File: config.mk
export PLATFORM = sky130hd
export DESIGN_NAME = activation_unit
export DESIGN_NICKNAME = d
export VERILOG_FILES = /design/src/rtl/act_pkg.sv /design/src/rtl/act_lane.sv /design/src/rtl/activation_unit.sv
export SDC_FILE = /design/constraint.sdc
export NUM_CORES = 2
export LEC_CHECK = 0
export ABC_AREA = 1
export BUFFER_PORTS_ARGS = -buffer_cell sky130_fd_sc_hd__buf_2
export CAP_MARGIN = 20
export CELL_PAD_IN_SITES_DETAIL_PLACEMENT = 0
export CELL_PAD_IN_SITES_GLOBAL_PLACEMENT = 1
export CORE_ASPECT_RATIO = 1.5
export CORE_UTILIZATION = 30
export CTS_BUF_LIST = sky130_fd_sc_hd__clkbuf_16
export CTS_CLUSTER_SIZE = 20
export DETAILED_ROUTE_END_ITERATION = 8
export HOLD_SLACK_MARGIN = 0.02
export MAX_ROUTING_LAYER = met4
export PLACE_DENSITY_LB_ADDON = 0.25
export SLEW_MARGIN = 20
export SYNTH_ARGS = -nofsm -noshare
export SYNTH_HDL_FRONTEND = slang
export SYNTH_SLANG_ARGS = --single-unit
File: constraint.sdc
create_clock -name clk -period 8.75 [get_ports clk]
set_clock_uncertainty 0.1 [all_clocks]
set_input_delay 1.75 -clock clk [delete_from_list [all_inputs] [get_ports clk]]
set_output_delay 1.75 -clock clk [all_outputs]
set_load 0.03 [all_outputs]
File: src/rtl/act_pkg.sv
// Shared types, default widths and the saturation helper for the activation stage.
package act_pkg;

  typedef enum logic [1:0] {
    ACT_PASS  = 2'd0,
    ACT_RELU  = 2'd1,
    ACT_LEAKY = 2'd2,
    ACT_GATED = 2'd3
  } act_mode_t;

  // Branch chosen in S1 and resolved in S2.
  typedef enum logic [1:0] {
    SEL_ZERO = 2'd0,
    SEL_X    = 2'd1,
    SEL_PROD = 2'd2
  } act_sel_t;

  localparam int unsigned DEF_WIDTH = 16;
  localparam int unsigned DEF_FRAC  = 8;

  // Clamp v to the signed range of a w-bit value (w <= 64).
  function automatic logic signed [63:0] saturate(input logic signed [63:0] v,
                                                  input int unsigned w);
    logic signed [63:0] hi;
    logic signed [63:0] lo;
    hi = (64'sd1 <<< (w - 1)) - 64'sd1;
    lo = -(64'sd1 <<< (w - 1));
    if (v > hi) return hi;
    if (v < lo) return lo;
    return v;
  endfunction

endpackage

File: src/rtl/act_lane.sv
// One lane of the activation datapath: S1 picks the branch and forms the raw
// product, S2 shifts, saturates and muxes the final result.
module act_lane
  import act_pkg::*;
#(
  parameter int unsigned WIDTH = DEF_WIDTH,
  parameter int unsigned FRAC  = DEF_FRAC
) (
  input  logic                    clk,
  input  logic                    rst,
  input  logic                    s1_en,
  input  logic                    s2_en,
  input  logic                    lane_en,
  input  act_mode_t               mode,
  input  logic signed [WIDTH-1:0] leak,
  input  logic signed [WIDTH-1:0] x,
  input  logic signed [WIDTH-1:0] g,
  output logic        [WIDTH-1:0] y
);

  localparam int unsigned PW = 2 * WIDTH;

  logic                 x_pos;
  logic                 g_pos;
  act_sel_t             sel_c;
  logic signed [PW-1:0] prod_c;

  act_sel_t             sel_q;
  logic     [WIDTH-1:0] x_q;
  logic signed [PW-1:0] prod_q;

  logic signed [PW-1:0] shifted_c;
  logic     [WIDTH-1:0] sat_c;
  logic     [WIDTH-1:0] y_c;

  assign x_pos  = !x[WIDTH-1] && (x != '0);
  assign g_pos  = !g[WIDTH-1] && (g != '0);
  assign prod_c = PW'(x) * PW'(leak);

  always_comb begin
    sel_c = SEL_ZERO;
    if (lane_en) begin
      case (mode)
        ACT_PASS:  sel_c = SEL_X;
        ACT_RELU:  sel_c = x_pos ? SEL_X : SEL_ZERO;
        ACT_LEAKY: sel_c = x_pos ? SEL_X : SEL_PROD;
        ACT_GATED: sel_c = g_pos ? SEL_X : SEL_PROD;
        default:   sel_c = SEL_ZERO;
      endcase
    end
  end

  always_ff @(posedge clk) begin
    if (rst) begin
      sel_q  <= SEL_ZERO;
      x_q    <= '0;
      prod_q <= '0;
    end else if (s1_en) begin
      sel_q  <= sel_c;
      x_q    <= x;
      prod_q <= prod_c;
    end
  end

  // Arithmetic shift truncates toward -inf before clamping.
  assign shifted_c = prod_q >>> FRAC;
  assign sat_c     = WIDTH'(saturate(64'(shifted_c), WIDTH));

  always_comb begin
    y_c = '0;
    case (sel_q)
      SEL_X:    y_c = x_q;
      SEL_PROD: y_c = sat_c;
      default:  y_c = '0;
    endcase
  end

  always_ff @(posedge clk) begin
    if (rst)        y <= '0;
    else if (s2_en) y <= y_c;
  end

endmodule

File: src/rtl/activation_unit.sv
// Multi-lane two-stage activation pipeline with valid/ready on both sides,
// per-beat captured configuration and an output beat counter.
module activation_unit
  import act_pkg::*;
#(
  parameter int unsigned LANES = 2,
  parameter int unsigned WIDTH = DEF_WIDTH,
  parameter int unsigned FRAC  = DEF_FRAC
) (
  input  logic                   clk,
  input  logic                   rst,
  input  logic                   cfg_we,
  input  logic [1:0]             cfg_mode,
  input  logic [WIDTH-1:0]       cfg_leak,
  input  logic                   in_valid,
  output logic                   in_ready,
  input  logic [LANES*WIDTH-1:0] in_data,
  input  logic [LANES*WIDTH-1:0] in_gate,
  input  logic [LANES-1:0]       in_lane_en,
  output logic                   out_valid,
  input  logic                   out_ready,
  output logic [LANES*WIDTH-1:0] out_data,
  output logic [LANES-1:0]       out_lane_en,
  output logic [15:0]            beat_count
);

  act_mode_t        mode_q;
  logic [WIDTH-1:0] leak_q;

  logic             s1_valid;
  logic             s2_valid;
  logic             s1_load;
  logic             s2_load;
  logic             s1_en;
  logic             s2_en;
  logic [LANES-1:0] s1_lane_en;

  // Config registers; a beat accepted on the cfg_we edge still sees the old values.
  always_ff @(posedge clk) begin
    if (rst) begin
      mode_q <= ACT_PASS;
      leak_q <= '0;
    end else if (cfg_we) begin
      mode_q <= act_mode_t'(cfg_mode);
      leak_q <= cfg_leak;
    end
  end

  assign s2_load  = !s2_valid || out_ready;
  assign s1_load  = !s1_valid || s2_load;
  assign in_ready = s1_load;
  assign s1_en    = s1_load && in_valid;
  assign s2_en    = s2_load && s1_valid;

  always_ff @(posedge clk) begin
    if (rst) begin
      s1_valid    <= 1'b0;
      s2_valid    <= 1'b0;
      s1_lane_en  <= '0;
      out_lane_en <= '0;
    end else begin
      if (s1_load) s1_valid <= in_valid;
      if (s2_load) s2_valid <= s1_valid;
      if (s1_en)   s1_lane_en <= in_lane_en;
      if (s2_en)   out_lane_en <= s1_lane_en;
    end
  end

  assign out_valid = s2_valid;

  always_ff @(posedge clk) begin
    if (rst)                         beat_count <= '0;
    else if (s2_valid && out_ready)  beat_count <= beat_count + 16'd1;
  end

  for (genvar i = 0; i < LANES; i++) begin : g_lane
    act_lane #(
      .WIDTH (WIDTH),
      .FRAC  (FRAC)
    ) u_lane (
      .clk     (clk),
      .rst     (rst),
      .s1_en   (s1_en),
      .s2_en   (s2_en),
      .lane_en (in_lane_en[i]),
      .mode    (mode_q),
      .leak    (leak_q),
      .x       (in_data[i*WIDTH +: WIDTH]),
      .g       (in_gate[i*WIDTH +: WIDTH]),
      .y       (out_data[i*WIDTH +: WIDTH])
    );
  end

endmodule

Yosys cells after proc, flatten, opt, wreduce, memory -nomap -nowiden
Index checks and enable logic that the tools add are counted.
{ "op_classes": {"multipliers": 2, "bitwise": 0, "add_sub_neg": 1, "n_div": 0, "eq_ne": 7, "reduce_logical": 20, "order_cmp": 4, "mux": 26, "shift": 0} }
{ "ops": {"columns": ["operator", "n"], "rows": [
  ["16-bit 2-to-1 mux", 8],
  ["16-bit by 16-bit multiplier with 32-bit output", 2],
  ["16-bit one-hot mux with 2 select lines", 2],
  ["16-bit nonzero test", 4],
  ["24-bit by 16-bit > comparator with 1-bit output, second input constant", 2],
  ["24-bit by 16-bit < comparator with 1-bit output, second input constant", 2],
  ["16-bit by 1-bit adder with 16-bit output, second input constant", 1],
  ["2-bit one-hot mux with 4 select lines", 2],
  ["2-bit 2-to-1 mux", 6],
  ["2-bit == test, second input constant", 4],
  ["1-bit 2-to-1 mux", 8],
  ["1-bit logical AND", 7],
  ["2-bit by 1-bit == test with 1-bit output, second input constant", 3],
  ["1-bit zero test", 6],
  ["2-bit zero test", 1],
  ["1-bit logical OR", 2]
]} }
{ "word_totals": {"ff_bits": 172, "n_memories": 0, "latch_bits": 0, "ram_bits": 0, "rom_bits": 0, "out_inout_bits": 52, "inputBits": 89} }

Depth between registers and ports, before layout
{ "logic_depth": {"ltp_word": 6, "ltp_mapped": 29, "ltp_nobuf": 27} }

Cells and area by module
A second synthesis with hierarchy kept.
{ "unflattened": {"hier_cells": 3966, "area_unflattened_um2": 28295.9} }
{ "by_module_without_submodules": {"columns": ["module", "area_each_um2", "cells_per_inst", "seq_area_each_um2", "instances"], "rows": [
  ["act_lane at g_lane[0].u_lane", 13406.6, 1895, 1161.1, 1],
  ["act_lane at g_lane[1].u_lane", 13286.5, 1848, 1161.1, 1],
  ["activation_unit", 1602.8, 223, 800.8, 1]
]} }

Worst setup path after synthesis
OpenSTA, ideal clock, no wires.
{ "synth_path": {"path_kind": "input port to flip-flop", "start": "in in_data[15]", "end": "reg g_lane[0].u_lane.prod_q[26]", "path_buffers": 2, "arrival_ps": 6930, "required_time_ps": 8541, "setup_slack_ps": 1611, "cell_stages": 22, "cell_sequence": "clkbuf_1 clkbuf_1 nand2_1 inv_1 fa_1 fa_1 inv_1 fa_1 fa_1 fa_1 fa_1 inv_1 ha_1 nand2_1 nor2_1 nand2_1 nor4_1 nand2_1 nand3_1 nand3_1 nand2_1 inv_1"} }
{ "synth_via": {"elab_chain_len": 1} }
{ "synth_rtl": {"columns": ["item", "line_no", "text"], "rows": [
  ["start, declared", "activation_unit.sv:17", "input logic [LANES*WIDTH-1:0] in_data,"],
  ["16-bit by 16-bit multiplier with 32-bit output", "act_lane.sv:38", "assign prod_c = PW'(x) * PW'(leak);"],
  ["end signal, assigned", "act_lane.sv:61", "prod_q <= prod_c;"],
  ["end, declared", "act_lane.sv:30", "logic signed [PW-1:0] prod_q;"]
]} }
Every way passes these cells.
A chain may end at the register's enable or synchronous reset.

Worst setup path after layout
{ "layout_path": {"start": "in in_data[31]", "end": "reg g_lane[1].u_lane.prod_q[25]"} }
{ "layout_via": {"elab_chain_len": 1} }
{ "layout_rtl": {"columns": ["item", "line_no"], "rows": [
  ["16-bit by 16-bit multiplier with 32-bit output", "act_lane.sv:38"],
  ["end signal, assigned", "act_lane.sv:61"],
  ["end, declared", "act_lane.sv:30"]
]} }
Every way passes these cells.

==> impl_metrics.tcl <==
set metrics [dict create \
    syn_area_mm2 0.0280 \
    cap_violations 0 \
    cp_max_fo 17 \
    period_share_pct 84.1 \
    multi_input_area_mm2 0.0200 \
    seq_area_mm2 0.00312 \
    required_ps 9020 \
    num_io_pins 141 \
    rsz0062_at_grt "false" \
    fin_crit_ps 7350 \
    ant_nets 0 \
    place.gp.congestion 0.891 \
    p_comb_share_pct 83.2 \
    clkSlewWorstSetupHoldPaths_ps 70 \
    synthArstFlopShare_pct 0 \
    cts_sinks 156 \
    antenna_found_initial 6 \
    fillers 10100 \
    whs_ps 347 \
    drive_gt1_share_pct 6.37 \
    finalHoldViolCount 0 \
    hold_path_class "flip-flop to flip-flop" \
    status "complete, no violations" \
    max_freq_mhz 136 \
    layout.nets 4641 \
    first_global_vias 25100 \
    layout_commonest_cell "inv_1" \
    dr.pass1.iters 5 \
    synth_seq_cells 156 \
    cts.root.buffer_cell "clkbuf_16" \
    hpwl_um 73300 \
    cts.htree.levels 4 \
    synth_cells 3847 \
    drt-initial-drc-count 902 \
    setup-violations-final 0 \
    cts_buffers 17 \
    die_h_um 376 \
    syn_avg_cell_area_um2 7.27 \
    yosys_warnings 0 \
    switching_share_pct 59.5 \
    tightest_slew_ps 1010 \
    cts_tree "built" \
    clock_path_buffers 2 \
    stdcell_count 5127 \
    p_per_area_mw_per_mm2 329 \
    grt_overflow 0 \
    viasPerCell 4.44 \
    max_slew_margin_pct 32.4 \
    final_cell_mix "1,104 x inv_1, 972 x nand2_1, 522 x fa_1" \
    yosysSeqAreaShare_pct 11.2 \
    wl_per_cell_um 17.7 \
    worstPathArrival_ps 7620 \
    regToRegSetupSlack_ps 2090 \
    core_mm2 0.0921 \
    internal_power_mw 4.05 \
    p_seq_share_pct 8.8 \
    worstSetupEndpointType "flip-flop" \
    synth.distinct_cells 42 \
    grt_usage_pct 20.7 \
    fp.dieW_um 251 \
    row_count 136 \
    crit_type "primary input to flip-flop" \
    synth_ff_type "dfxtp_1" \
    finalWirelength_um 90800 \
    p_clk_share_pct 8.0 \
    hold_buffers 0 \
    clk_latency_ps 500 \
    cts-resized-gates 0 \
    grt_max_degree 91 \
    peakVddDrop_mv 0.218 \
    syn_to_final_growth_pct 8.73 \
    vias 22800 \
    dieArea_mm2 0.0945 \
    start_util_pct 30.4 \
    p_sw_mw 5.95 \
    grt_first_pass_wirelength_um 143000 \
    p_leak_nw 17.3 \
    slew_violations 0 \
    fin_tns_setup_ps 0 \
    drc 0 \
    syn_nets 4621 \
    startpoint_type "primary input" \
    postCtsSetupBuffers 0 \
    io_buffers 140 \
    synth_edf_count 0 \
    place_inst 5090 \
]
-- power groups by stage --
stage	sequential (mW)	clock (mW)	combinational, mW
5_1_grt	0.887	0.853	9.53
6_report	0.877	0.805	8.32
4_1_cts	0.877	0.845	8.53
3_5_place_dp	0.893	0	8.46
2_1_floorplan	0.868	0	5.76
3_3_place_gp	0.893	0	8.51
-- state kept, by name (all words and copies together), names as in the netlist --
name,flops
out_lane_en,2
out_valid,1
s1_valid,1
leak_q,16
mode_q,2
g_lane.u_lane.sel_q,4
g_lane.u_lane.y,32
s1_lane_en,2
g_lane.u_lane.prod_q,48
beat_count,16
g_lane.u_lane.x_q,32
-- path summary, 6_finish.rpt --
check	start	end	depth (start not counted)
max reg2reg	leak_q[1]	g_lane[1].u_lane.prod_q[25]	18
max	in_data[31]	g_lane[1].u_lane.prod_q[25]	19
min reg2reg	g_lane[1].u_lane.x_q[1]	g_lane[1].u_lane.x_q[1]	2
min	g_lane[1].u_lane.x_q[1]	g_lane[1].u_lane.x_q[1]	2
-- final cells by class --
class,count,share of cell area (%)
multi-input cells,2411,65.8
inverters,1107,13.7
flip-flops and latches,156,10.3
well taps,1242,5.11
repair buffers,174,3.14
clock buffers,17,1.40
clock inverters,14,0.531
diodes,6,0.0494
-- stage by stage --
step | worst slack, ps | instance area (um^2) | utilization (%) | power (mW)
finish | 1400 | 30400 | 33.0 | 10.0
global route | 1020 | 30400 | 33.0 | 11.3
CTS | 1400 | 30400 | 33.0 | 10.2
detailed placement | 874 | 29800 | 32.4 | 9.36
global placement | 838 | 29800 | 32.4 | 9.40
floorplan | 1610 | 28000 | - | 6.63
-- logic make-up (layout without fill, tap and decap cells) --
family          Yosys count  count (layout)  share of synthesized area, %
other cells               0               6                             0
flops                   156             156                          11.2
compound gates          368             368                          7.05
buf+inv                1280            1312                          17.3
fa+ha+maj               685             685                          44.7
xor+xnor                 19              19                         0.595
simple gates           1339            1339                          19.2
-- cells in the mapped netlist (4+ instances only) --
cell type / instances / share of area [%]
a21oi_1: 184 / 3.3
a22o_1: 15 / 0.47
a31oi_1: 4 / 0.089
buf_1: 4 / 0.054
buf_2: 10 / 0.18
buf_4: 4 / 0.11
clkbuf_1: 154 / 2.1
dfxtp_1: 156 / 11
fa_1: 522 / 37
ha_1: 163 / 7.3
inv_1: 1104 / 15
nand2_1: 972 / 13
nand2_2: 17 / 0.38
nand3_1: 87 / 1.6
nand3b_1: 4 / 0.11
nand4_1: 21 / 0.47
nor2_1: 187 / 2.5
nor2_2: 5 / 0.11
nor3_1: 25 / 0.45
nor4_1: 6 / 0.13
o21ai_0: 140 / 2.5
o21bai_1: 10 / 0.27
or2_2: 5 / 0.11
xor2_1: 16 / 0.50
-- layer usage --
layer | vias up | GRT usage, % | wire length, um
li1 | 11100 | - | -
met1 | 11300 | 20.9 | 33700
met2 | 254 | 41.2 | 52600
met3 | 100 | 1.95 | 1850
met4 | 0 | 6.14 | 2610
met5 | - | - | 0
-- worst max-delay path, stage by stage --
cell,delay (ps)
buf_2,380
nand2_1,180
inv_1,170
fa_1,580
fa_1,900
fa_1,520
fa_1,500
fa_1,490
inv_1,50
fa_1,480
inv_1,40
ha_1,440
nand2_1,160
nor3_1,370
nand4_1,190
nand4_1,110
nand3_1,150
nand2_1,110
inv_1,40
(Power assumes the default switching activity.)
